`src/rtl/demux_pkg.sv`:
```
// Shared constants and types for the 1:4 buffered distribution path.
package demux_pkg;

  localparam int unsigned DATA_W_DFLT = 128;
  localparam int unsigned CH_N        = 4;

  typedef logic [1:0] ch_sel_t;

endpackage

```
`src/rtl/chan_fifo.sv`:
```
// One output channel: small circular buffer with valid/ready head and delivered-word counter.
module chan_fifo #(
  parameter int unsigned DATA_W = 128,
  parameter int unsigned DEPTH  = 2,
  parameter int unsigned CNT_W  = 5
) (
  input  logic              clk,
  input  logic              rst_n,
  input  logic              flush,
  input  logic              push,
  input  logic [DATA_W-1:0] push_data,
  output logic              full,
  input  logic              pop_ready,
  output logic              valid,
  output logic [DATA_W-1:0] head_data,
  output logic [CNT_W-1:0]  count
);

  localparam int unsigned PtrW = $clog2(DEPTH);

  logic [PtrW-1:0]   wr_ptr_q, rd_ptr_q;
  logic [PtrW:0]     occ_q;
  logic [DATA_W-1:0] mem_q [DEPTH];
  logic [DATA_W-1:0] last_q;
  logic [CNT_W-1:0]  count_q;
  logic              push_en, pop_en;

  assign full      = (occ_q == (PtrW+1)'(DEPTH));
  assign valid     = (occ_q != '0);
  assign push_en   = push & ~full;
  assign pop_en    = valid & pop_ready;
  // last_q keeps the most recent head visible once the channel drains
  assign head_data = valid ? mem_q[rd_ptr_q] : last_q;
  assign count     = count_q;

  always_ff @(posedge clk or negedge rst_n) begin
    if (!rst_n) begin
      wr_ptr_q <= '0;
      rd_ptr_q <= '0;
      occ_q    <= '0;
      count_q  <= '0;
      last_q   <= '0;
    end else begin
      if (valid) begin
        last_q <= mem_q[rd_ptr_q];
      end
      if (flush) begin
        wr_ptr_q <= '0;
        rd_ptr_q <= '0;
        occ_q    <= '0;
        count_q  <= '0;
      end else begin
        if (push_en) begin
          wr_ptr_q <= wr_ptr_q + 1'b1;
        end
        if (pop_en) begin
          rd_ptr_q <= rd_ptr_q + 1'b1;
          count_q  <= count_q + 1'b1;
        end
        if (push_en && !pop_en) begin
          occ_q <= occ_q + 1'b1;
        end else if (!push_en && pop_en) begin
          occ_q <= occ_q - 1'b1;
        end
      end
    end
  end

  // Storage needs no reset: it is only observed while occupancy is non-zero.
  always_ff @(posedge clk) begin
    if (push_en && !flush) begin
      mem_q[wr_ptr_q] <= push_data;
    end
  end

endmodule

```
`src/rtl/demux_1to4_buffered.sv`:
```
// Routes one valid/ready word stream to four buffered output channels by a 2-bit select.
module demux_1to4_buffered
  import demux_pkg::*;
#(
  parameter int unsigned DATA_W = DATA_W_DFLT,
  parameter int unsigned DEPTH  = 2,
  parameter int unsigned CNT_W  = 5
) (
  input  logic                   clk,
  input  logic                   rst_n,
  input  logic                   flush,
  input  logic                   in_valid,
  output logic                   in_ready,
  input  logic [DATA_W-1:0]      in_data,
  input  ch_sel_t                in_sel,
  output logic [CH_N-1:0]        out_valid,
  input  logic [CH_N-1:0]        out_ready,
  output logic [CH_N*DATA_W-1:0] out_data,
  output logic [CH_N*CNT_W-1:0]  out_count
);

  logic [CH_N-1:0] full;
  logic [CH_N-1:0] push;
  logic            accept;

  // No pass-through: readiness depends only on the pre-edge fullness of the target.
  assign in_ready = rst_n & ~flush & ~full[in_sel];
  assign accept   = in_valid & in_ready;

  always_comb begin
    push = '0;
    if (accept) begin
      push[in_sel] = 1'b1;
    end
  end

  for (genvar k = 0; k < CH_N; k++) begin : g_chan
    chan_fifo #(
      .DATA_W (DATA_W),
      .DEPTH  (DEPTH),
      .CNT_W  (CNT_W)
    ) u_chan (
      .clk       (clk),
      .rst_n     (rst_n),
      .flush     (flush),
      .push      (push[k]),
      .push_data (in_data),
      .full      (full[k]),
      .pop_ready (out_ready[k]),
      .valid     (out_valid[k]),
      .head_data (out_data[k*DATA_W +: DATA_W]),
      .count     (out_count[k*CNT_W +: CNT_W])
    );
  end

endmodule
```
`config.mk`:
```
export PLATFORM = sky130hd
export DESIGN_NAME = demux_1to4_buffered
export DESIGN_NICKNAME = d
export VERILOG_FILES = /design/src/rtl/demux_pkg.sv /design/src/rtl/chan_fifo.sv /design/src/rtl/demux_1to4_buffered.sv
export SDC_FILE = /design/constraint.sdc
export NUM_CORES = 2
export LEC_CHECK = 0
export CELL_PAD_IN_SITES_DETAIL_PLACEMENT = 1
export CELL_PAD_IN_SITES_GLOBAL_PLACEMENT = 2
export CORE_ASPECT_RATIO = 2
export CORE_UTILIZATION = 30
export CTS_CLUSTER_SIZE = 30
export DETAILED_ROUTE_END_ITERATION = 6
export PLACE_DENSITY_LB_ADDON = 0.1
export REMOVE_ABC_BUFFERS = 1
export SYNTH_ARGS = -nofsm -noshare
export SYNTH_HDL_FRONTEND = slang
export SYNTH_HIERARCHICAL = 1
export SYNTH_SLANG_ARGS = --single-unit
```
`constraint.sdc`:
```
create_clock -name clk -period 18.19 [get_ports clk]
set_clock_uncertainty 0.1 [all_clocks]
set_input_delay 1.819 -clock clk [delete_from_list [all_inputs] [get_ports clk]]
set_output_delay 1.819 -clock clk [all_outputs]
set_load 0.02 [all_outputs]
```
==> results.md <==
* Pre-antenna DRT Iters at 4
* WP data required at between 15 and 20 ns
* Synth-to-layout area growth at 24.39%
* Yosys synthesis warning count at 6
* Clock Tree Buf Depth at 4
* Final Max Tran Viols at 0
* FP Rows at 225
* Launching point of the worst reg2reg path: g_chan[1].u_chan/occ_q[1]
* Worst setup path class: reg -> out
* #FFs+latches synth at 1572
* CTS tree: built
* Critical path arrival at 4.50 ns
* Post-Route WL at 172200 µm
* H-tree Lvls at 4
* Average size of a mapped cell at roughly 16 µm²
* Worst-Margin Slew at 1.076 ns
* Fin nets at 4303
* CTS sink count at around 1600
* CP max-delay cell: buf_4
* DRC viols at 0
* FF+latch area at around 44000 µm²
* Cells along the critical path: or2_4, buf_4, buf_4, nor2_1, a21oi_1, clkdlybuf4s50_1
* Synthesized area at 56710 µm²
* First-pass GRT wire length at 245700 µm
* Ranking of synthesized cells by area: edfxtp_1, dfrtp_1, mux2i_1, a21oi_1, nor2_1
* Crit path capture type: output port
* Multi-input gate area at ~11000 µm²
* Worst Setup SP: g_chan[2].u_chan/occ_q[0]
* Critical path launch point type: register
* Maxcap violations at 0
* Worst slew margin at 0.2829
* Area share of the largest cell type after synthesis at 0.5422
* Tcrit/Tclk final at 0.3532
* Die Y at 616.9 µm
* GP Congestion at 0.7197
* Period minus WS final at 6.424 ns
* Commonest cells after routing, fill and taps aside: edfxtp_1, clkdlybuf4s50_1, dfrtp_1
* Core ar. at between 150000 and 200000 µm²
* Die footprint at around 190000 µm²
* Root Buffer: clkbuf_16
* Starting Density at 0.3020
* Post-CTS Hold Buffers at 0
* HP Class: reg -> reg
* CP max FO at 66
* Post-synth EDFFs at between 1000 and 1500
* Status: complete, no violations
* Reg-to-reg critical path endpoint: g_chan[1].u_chan/mem_q[1][20]
* Initial antenna violation count at 13
* Max Freq at ~160 MHz
* Met1 Use GR at 0.2136
* Grt ovf at 0
* Worst reg2reg path depth at 7
* Final ANT Viol Nets at 0
* Area leader, netlist: edfxtp_1
* Hold Path Origin: g_chan[0].u_chan/last_q[108]
* RSZ-0062 raised after global routing: no
* Place WS at 11.46 ns
* Setup TNS at 0 ns
* Global Route Usage Sum at 0.1789
* # setup viols final at 0
* CTS buffer count at 159
* Maximum vdd drop at 0.07937 mV
* Input/output buffers at 674
* GR met3 Demand/Resource at 0.05019
* Boundary pin count at 675
* CP endpoint: out_data[324]
* Ys async rst share at 0.3486
* Fill count at 19118
* Post-synth top flop: edfxtp_1
* Vias post-DR at 31242
* Post-route setup slack at 11.77 ns
* GR peak layer: met2
* Sequential fraction of the synthesis area at 0.7840
* WL per Instance at 25.39 µm
* Worst-Skew Late Latency at between 0.7 and 0.8 ns
* Total power at 9534 µW
* Leak Pwr at about 0.024 µW
* Vias per std cell at 4.607
* GR Layer Usage met2 at 0.3116
* Share of cells above drive strength 1 at 0.07823
* Most common cell after layout, fill and taps aside: edfxtp_1
* Synth Instances at 3452
* Die Wd at a little over 300 µm
* PwrDens at between 100 and 150 nW/µm²
* Cell area after layout at ~70000 µm²
* Setup bufs post-CTS at 0
* Initial DRC count at around 1400
* Hold Slack at 0.4235 ns
* CP dominant cell by count: buf_4
* Placement Cell Area at 65620 µm²
* Vias in the first global route at 33428
* Crit path largest cell delay at 0.72 ns
* Clock slew at reported path FFs at 0.06 ns
* Synth unique cells at 37
* Post_cts resized at 0
* HPWL after DPL at 104300 µm
* Largest net degree at the start of global routing at 139
* Final Hold Fails at 0
* R2R Setup Slk at 13.47 ns
worst max-delay path, delay by kind of cell (launching register included):
family          cells  cell delay, ns
buf+inv             3            2.14
compound gates      1            0.22
simple gates        2            0.72
flops               1            0.47
final cells by class:
class / instances / share of cell area
clock buffer: 220 / 0.06197
clock inverter: 62 / 0.007786
multi-input combinational: 1696 / 0.1524
timing repair buffer: 728 / 0.1028
sequential: 1572 / 0.6305
antenna: 2 / 0.00007094
tap: 2497 / 0.04428
inverter: 4 / 0.0002128
Yosys cell counts (5+ instances only):
library cell  number
a21oi_1          508
a21oi_2           20
buf_2             64
buf_4             17
buf_6             95
dfrtp_1          548
edfxtp_1        1024
mux2i_1          512
nand2_1           12
nand3_1           12
nand3b_1           5
nor2_1           518
nor2_2            10
nor2b_1            8
nor3_1             5
nor3b_1            5
o21ai_0           16
or3_1              8
xor2_1            12
where the power goes:
group          total [µW]  leakage (µW)  internal [µW]  switching, µW
Clock                3190       0.00242           1800           1390
Combinational        2070       0.00586            818           1250
Sequential           4280        0.0156           4180           98.5
Total                9530        0.0238           6800           2730
cells by family (layout without fill, tap and decap cells):
kind of cell,Yosys count,in the layout,synth area share
compound gates,564,564,0.05180
xor+xnor,12,12,0.001853
fa+ha+maj,4,4,0.0008825
buf+inv,184,1014,0.02729
flops,1572,1572,0.7840
mux,513,513,0.09076
other cells,0,2,0
simple gates,603,603,0.04344
how the worst min path moves through the flow:
stage	end	slack, ns	cells after the start
finish	g_chan[0].u_chan/last_q[108]	0.42	2
global route	g_chan[0].u_chan/last_q[108]	0.45	2
CTS	g_chan[0].u_chan/last_q[108]	0.43	2
detailed placement	g_chan[0].u_chan/last_q[108]	0.41	2
global placement	g_chan[0].u_chan/last_q[108]	0.41	2
floorplan	g_chan[0].u_chan/wr_ptr_q	0.43	2
sequential cells by signal, summed over array words and instances (netlist names):
| signal | cells |
|---|---|
| g_chan.u_chan/occ_q | 8 |
| g_chan.u_chan/rd_ptr_q | 4 |
| g_chan.u_chan/last_q | 512 |
| g_chan.u_chan/mem_q | 1024 |
| g_chan.u_chan/wr_ptr_q | 4 |
| g_chan.u_chan/count | 20 |
through the flow:
stage	utilization	std cells
CTS	0.3757	6779
detailed placement	0.3495	6497
floorplan	-	3272
global route	0.3757	6780
finish	0.3757	6781
global placement	0.3495	6497
layer usage:
| metal | up-vias | share of wire | routed length [µm] |
|---|---|---|---|
| met5 | - | 0.00075 | 129 |
| met2 | 746 | 0.50 | 86690 |
| met4 | 20 | 0.024 | 4138 |
| met1 | 16234 | 0.40 | 69730 |
| met3 | 226 | 0.067 | 11490 |
| li1 | 14016 | - | - |
(Power assumes the default switching activity.)
